==> config.mk <==
export PLATFORM = sky130hd
export DESIGN_NAME = gcd_sequencer
export DESIGN_NICKNAME = d
export VERILOG_FILES = /design/src/rtl/gcd_sequencer.sv
export SDC_FILE = /design/constraint.sdc
export NUM_CORES = 1
export LEC_CHECK = 0
export ABC_AREA = 1
export CAP_MARGIN = 20
export CORE_MARGIN = 3
export CORE_UTILIZATION = 40
export DETAILED_ROUTE_END_ITERATION = 12
export GPL_ROUTABILITY_DRIVEN = 0
export PLACE_DENSITY = 0.71
export SKIP_LAST_GASP = 1
export SYNTH_ARGS = -nofsm -noshare
export SYNTH_HDL_FRONTEND = slang
export SYNTH_SLANG_ARGS = --single-unit
export TNS_END_PERCENT = 1
==> constraint.sdc <==
create_clock -name clk -period 1.9 [get_ports clk]
set_clock_uncertainty 0.05 [all_clocks]
set_input_delay 0.19 -clock clk [delete_from_list [all_inputs] [get_ports clk]]
set_output_delay 0.19 -clock clk [all_outputs]
set_load 0.03 [all_outputs]
==> src/rtl/gcd_sequencer.sv <==
// Subtract-and-replace GCD control/register stage around an external magnitude comparator.
// Latency: N+1 cycles go-to-done (0 when an operand is zero); go is only accepted in IDLE, with no backpressure beyond that.
module gcd_sequencer #(
  parameter int W = 4
) (
  input  logic         clk,
  input  logic         rst,
  input  logic         go,
  input  logic [W-1:0] a_in,
  input  logic [W-1:0] b_in,
  input  logic         lt,
  input  logic         neq,
  output logic [W-1:0] x_out,
  output logic [W-1:0] y_out,
  output logic [W-1:0] gcd_out,
  output logic [W-1:0] iter_out,
  output logic         busy,
  output logic         done,
  output logic         zero_err
);

  typedef enum logic [1:0] {
    S_IDLE = 2'd0,
    S_RUN  = 2'd1,
    S_DONE = 2'd2
  } state_t;

  state_t       state_q, state_nxt;
  logic [W-1:0] x_q, x_nxt;
  logic [W-1:0] y_q, y_nxt;
  logic [W-1:0] gcd_q, gcd_nxt;
  logic [W-1:0] iter_q, iter_nxt;
  logic         zerr_q, zerr_nxt;
  logic [W-1:0] iter_inc;
  logic         a_zero, b_zero;

  assign a_zero = (a_in == '0);
  assign b_zero = (b_in == '0);

  // Counter sticks at all-ones instead of wrapping.
  assign iter_inc = (iter_q == '1) ? iter_q : iter_q + W'(1);

  always_ff @(posedge clk or posedge rst) begin
    if (rst) begin
      state_q <= S_IDLE;
      x_q     <= '0;
      y_q     <= '0;
      gcd_q   <= '0;
      iter_q  <= '0;
      zerr_q  <= 1'b0;
    end else begin
      state_q <= state_nxt;
      x_q     <= x_nxt;
      y_q     <= y_nxt;
      gcd_q   <= gcd_nxt;
      iter_q  <= iter_nxt;
      zerr_q  <= zerr_nxt;
    end
  end

  always_comb begin
    state_nxt = state_q;
    x_nxt     = x_q;
    y_nxt     = y_q;
    gcd_nxt   = gcd_q;
    iter_nxt  = iter_q;
    zerr_nxt  = zerr_q;
    unique case (state_q)
      S_IDLE: begin
        if (go) begin
          x_nxt    = a_in;
          y_nxt    = b_in;
          iter_nxt = '0;
          zerr_nxt = 1'b0;
          if (a_zero && b_zero) begin
            gcd_nxt   = '0;
            zerr_nxt  = 1'b1;
            state_nxt = S_DONE;
          end else if (a_zero || b_zero) begin
            // A zero operand would never converge by subtraction.
            gcd_nxt   = a_zero ? b_in : a_in;
            state_nxt = S_DONE;
          end else begin
            state_nxt = S_RUN;
          end
        end
      end
      S_RUN: begin
        if (!neq) begin
          gcd_nxt   = x_q;
          state_nxt = S_DONE;
        end else if (lt) begin
          y_nxt    = y_q - x_q;
          iter_nxt = iter_inc;
        end else begin
          x_nxt    = x_q - y_q;
          iter_nxt = iter_inc;
        end
      end
      S_DONE: begin
        state_nxt = S_IDLE;
      end
      default: begin
        state_nxt = S_IDLE;
      end
    endcase
  end

  assign x_out    = x_q;
  assign y_out    = y_q;
  assign gcd_out  = gcd_q;
  assign iter_out = iter_q;
  assign zero_err = zerr_q;
  assign busy     = (state_q == S_RUN);
  assign done     = (state_q == S_DONE);

endmodule

==> results.ini, run 1 <==
[setup_path]
end_kind=output port
reg2regPathDepth=7
crit_type=flip-flop to output port
start_kind=flip-flop
critPathRequiredTime_ns=1.66
r2r_setup_slack_ns=0.31
crit_family=buffers and inverters
worst_ep_arrival_time_ns=1.58
cpPeakStageDelay_ns=0.68
crit_cells=2
crit_chain=nor2_8 > clkdlybuf4s50_1
crit_buf_inv=1
cp_max_fo=2
cp_slowest_cell=clkdlybuf4s50_1

[power]
p_switching_uw=1470
clkPwrFrac_pct=7.7
swShare_pct=51.8
powerDensity_nw_per_um2=1680
p_leak_uw=0.000853
p_comb_share_pct=65.9
max-vdd-ir-drop_mv=1.02
internal-power_uw=1360
power_frac_seq_pct=26.4

[clocking]
post_cts_buffers=0
worstSkewPairLatency_ns=0.31
cts_resized=1
holdBufCountCts=0
clock_sinks=19
root_buffer=clkbuf_4
cts_tree=built
ctsHtreeMaxLevel=1
clockBufferDepth=2
cts.reportedPaths.clkPinSlew_ns=0.12
cts-buffers-inserted=3

[die]
die_area_um2=3950
initial_core_util_pct=42.0
die_h_um=62.8
rows=20
ioPinCount=32
fp.coreArea_um2=3080
die-width_um=62.8

[hold_path]
hp-class=input pin to asynchronous set/reset pin

[yosys]
synth_top_family_by_area=simple AND/OR/NAND/NOR gates
synth.avg_cell_area_um2=7.18
yosysUniqueCellTypes=23
synthSimpleGateAreaFrac_pct=35.8
synth_seq_cells=19
syn_area_um2=1290
synth_compound_area_share_pct=7.94
synthTopCellsByArea=dfrtp_1 (37%), nand2_1 (19%), ha_1 (6.8%), nand3_1 (5.4%), o21ai_1 (5.4%)
ys_warn_count=0
syn-num-nets=202
yosysTopAreaCell=dfrtp_1
synthMuxAreaShare_pct=0
synth_top_area_share_pct=36.8
yosysSeqAreaShare_pct=36.8
synthXorXnorAreaFrac_pct=1.36
synth_cells=180
synthAdderAreaFrac_pct=9.87

[global_routing]
grt_pass1_vias=1138
track_usage_pct=15.7
grt_max_degree=20
overflow=0
grt_antenna_before_repair=0
grt_pass1_wl_um=5040

[run]
max-cap-violations=0

[routing]
drt-vias-per-instance=4.66
dr.pass1.iters=4
wl_um=2920
drtAntennaViolNets=0
vias=1203
drc=0
drt-initial-drc-count=72
wl_per_cell_um=11.3

[cells_and_area]
drive_above_1_share_pct=10.7
syn_to_final_growth_pct=29.9
finalNetCount=237
nFillCells=308
diodes=0
most-common-layout-cells=nand2_1 (66), clkdlybuf4s50_1 (30), dfrtp_1 (19), inv_1 (18)
layout_commonest_cell=nand2_1

[sta]
fmax_mhz=548
tightest_slew_ns=0.319
slew_viol_final=0
tns_ns=0
grt_setup_unrepaired=false
hold_viol=0
layout_setup_ws_ns=0.0764
slew_headroom_pct=78.7
setup-violations-final=0
post-route-period-util_pct=96.0
period_minus_slack_ns=1.82

[place]
dpl.hpwl_um=2300
dp_slack_ns=0.322
io_buffers=31

[outcome]
outcome=completed

[metrics by stage]
step,hold WS (ns),util (%),area [um^2],cells,power [uW]
6_report,0.136,54.6,1680,258,2830
5_1_grt,0.153,54.6,1680,258,3090
4_1_cts,0.147,54.6,1680,258,2860
3_5_place_dp,0.428,53.7,1650,254,2630
3_3_place_gp,0.436,53.7,1650,254,2620
2_1_floorplan,0.0911,-,1290,180,2060
[registers in the layout, summed over array words and instances, names as in the netlist]
| register | cells |
|---|---|
| state_q | 2 |
| gcd_out | 4 |
| zero_err | 1 |
| y_out | 4 |
| x_out | 4 |
| iter_out | 4 |
[synthesized netlist by cell type]
cell,number
nand2_1,66
xor2_1,2
or2_1,2
ha_1,7
nor2_1,9
nand3_1,14
fa_1,2
o21ai_1,14
buf_6,1
clkbuf_1,1
nand3_2,1
inv_1,18
nand4_1,1
nor2_8,1
dfrtp_1,19
buf_2,1
a21oi_1,2
o31ai_1,1
nor2_2,2
or2_2,1
inv_2,5
nand2_2,7
o21ai_0,3
[cell type report]
class / instances / area [um^2] / area share [%]
flip-flops and latches: 19 / 475 / 28.3
multi-input cells: 135 / 711 / 42.3
clock inverters: 1 / 5.00 / 0.298
clock buffers: 3 / 22.5 / 1.34
repair buffers: 33 / 324 / 19.3
inverters: 23 / 86.3 / 5.14
well taps: 44 / 55.1 / 3.28
[worst reg2reg max path: stages (launching register included)]
cell	delay, ns
dfrtp_1	0.42
inv_1	0.07
ha_1	0.22
fa_1	0.38
xor2_1	0.15
o21ai_1	0.12
nand2_1	0.06
o21ai_1	0.06
[layer usage]
metal / vias to the layer above / part of all wire (%) / global-route usage (%)
met5: - / 0 / 0
met4: 0 / 0.65 / 3.58
met3: 2 / 4.5 / 3.96
met2: 24 / 50 / 28.1
met1: 548 / 44 / 18.8
li1: 629 / - / -
[cells by family (layout without fill, tap and decap cells)]
| family | count (synthesis) | count (layout) |
|---|---|---|
| and+or+nand+nor | 104 | 104 |
| buffers and inverters | 26 | 60 |
| AOI/OAI and AO/OA | 20 | 20 |
| DFF | 19 | 19 |
| adders and majority gates | 9 | 9 |
| xor gates and xnor gates | 2 | 2 |
[final timing paths]
check	endpoint	start
worst max register to register	x_out[2]	x_out[0]
worst min-delay path	x_out[3]	rst
max in group asynchronous	iter_out[0]	rst
worst min register to register	gcd_out[0]	gcd_out[0]
min in group clk	gcd_out[0]	gcd_out[0]
worst max-delay path	busy	state_q[1]
[power by group through the flow]
stage / clock network, uW / registers [uW] / logic [uW]
final: 219 / 746 / 1860
after global routing: 236 / 775 / 2080
after CTS: 224 / 749 / 1890
after detailed placement: 0 / 755 / 1880
after global placement: 0 / 757 / 1870
after floorplan: 0 / 1000 / 1050
(Power assumes the default switching activity.)
==> run 2: changes to the inputs <==
MAX_ROUTING_LAYER = met4   (was not set)
==> results.ini, run 2 (same netlist as run 1, synthesis figures left out) <==
[global_routing]
grt_pass1_vias=1138  ; unchanged
grt_pass1_wl_um=5040  ; unchanged
grt_antenna_before_repair=0  ; unchanged
grt_max_degree=20  ; unchanged
track_usage_pct=16.1  ; +0.44 points
overflow=0  ; unchanged

[place]
dpl.hpwl_um=2300  ; unchanged
placed_cells=254  ; unchanged
io_buffers=31  ; unchanged

[routing]
drtAntennaViolNets=0  ; unchanged
drc=0  ; unchanged
drt-vias-per-instance=4.67  ; +0.25%
wl_per_cell_um=11.3  ; about the same
vias=1206  ; +0.25%
wl_um=2920  ; about the same
drt-initial-drc-count=72  ; unchanged
dr.pass1.iters=4  ; unchanged

[sta]
tns_ns=0  ; unchanged
grt_setup_unrepaired=false
slew_viol_final=0  ; unchanged
period_minus_slack_ns=1.82  ; -0.0000400 ns
tightest_slew_ns=0.319  ; unchanged
slew_headroom_pct=78.7  ; unchanged
whs_ns=0.136  ; -0.000195 ns
setup-violations-final=0  ; unchanged
hold_viol=0  ; unchanged
post-route-period-util_pct=96.0  ; about the same
fmax_mhz=548  ; about the same

[clocking]
clock_sinks=19  ; unchanged
root_buffer=clkbuf_4
cts-buffers-inserted=3  ; unchanged
worstSkewPairLatency_ns=0.31  ; about the same
cts.reportedPaths.clkPinSlew_ns=0.12  ; about the same
clockBufferDepth=2  ; unchanged
ctsHtreeMaxLevel=1  ; unchanged
holdBufCountCts=0  ; unchanged
cts_tree=built

[die]
rows=20  ; unchanged
fp.coreArea_um2=3080  ; unchanged
die_area_um2=3950  ; unchanged
die_h_um=62.8  ; unchanged
ioPinCount=32  ; unchanged
die-width_um=62.8  ; unchanged
initial_core_util_pct=42.0  ; unchanged

[setup_path]
crit_type=flip-flop to output port
start_kind=flip-flop
worst_ep_arrival_time_ns=1.58  ; about the same
end_kind=output port
critPathRequiredTime_ns=1.66  ; about the same
cp_max_fo=2  ; unchanged
r2r_setup_slack_ns=0.31  ; about the same

[hold_path]
hp-class=input pin to asynchronous set/reset pin

[power]
p_switching_uw=1460  ; about the same
internal-power_uw=1360  ; about the same
power_frac_seq_pct=26.4  ; about the same
clkPwrFrac_pct=7.7  ; about the same
max-vdd-ir-drop_mv=1.02  ; -0.25%
swShare_pct=51.8  ; about the same
powerDensity_nw_per_um2=1680  ; about the same
p_leak_uw=0.000853  ; unchanged
power_uw=2830  ; about the same
p_comb_share_pct=65.9  ; about the same

[cells_and_area]
final_util_pct=54.6  ; unchanged
drive_above_1_share_pct=10.7  ; unchanged
layout_commonest_cell=nand2_1
finalNetCount=237  ; unchanged
fin_cells=258  ; unchanged
diodes=0  ; unchanged
most-common-layout-cells=nand2_1 (66), clkdlybuf4s50_1 (30), dfrtp_1 (19), inv_1 (18)
syn_to_final_growth_pct=29.9  ; unchanged

[outcome]
outcome=completed

[run]
max-cap-violations=0  ; unchanged

run 2: power by group through the flow:
stage	Sequential, uW	Combinational (uW)	Clock [uW]
after floorplan	1000	1050	0
after CTS	749	1890	224
after detailed placement	755	1880	0
after global routing	775	2080	236
final	746	1860	219
after global placement	757	1870	0
run 2: timing repair:
action                                  in CTS  in global routing
resized for setup                            1                  0
endpoints found under the setup margin       1                  0
setup buffers                                0                  0
run 2: layout make-up:
class                   count  area, um^2
fillers                   308        1400
multi-input cells         135         711
flip-flops and latches     19         475
repair buffers             33         324
inverters                  23        86.3
well taps                  44        55.1
clock buffers               3        22.5
clock inverters             1        5.00
run 2: final timing paths:
path,startpoint,end,cells after the start
hold / removal,rst,x_out[3],3
hold reg to reg,gcd_out[0],gcd_out[0],2
min in group clk,gcd_out[0],gcd_out[0],2
max in group asynchronous,rst,iter_out[0],3
setup / recovery,state_q[1],busy,2
setup reg to reg,x_out[0],x_out[2],7
run 2: per-stage QoR:
| stage | cell area (um^2) | worst slack [ns] |
|---|---|---|
| after global placement | 1650 | 0.327 |
| after detailed placement | 1650 | 0.322 |
| after CTS | 1680 | 0.0466 |
| after floorplan | 1290 | 0.201 |
| final | 1680 | 0.0765 |
| after global routing | 1680 | 0.00512 |
run 2: worst max-delay path, stage by stage (launching register included):
cell	delay, ns
dfrtp_1	0.47
nor2_8	0.13
clkdlybuf4s50_1	0.68
run 2: metal layers:
metal,part of all wire [%],global-route usage [%]
met5,0,-
met4,0.65,3.58
met3,4.1,3.78
met2,50,28.1
met1,45,18.9
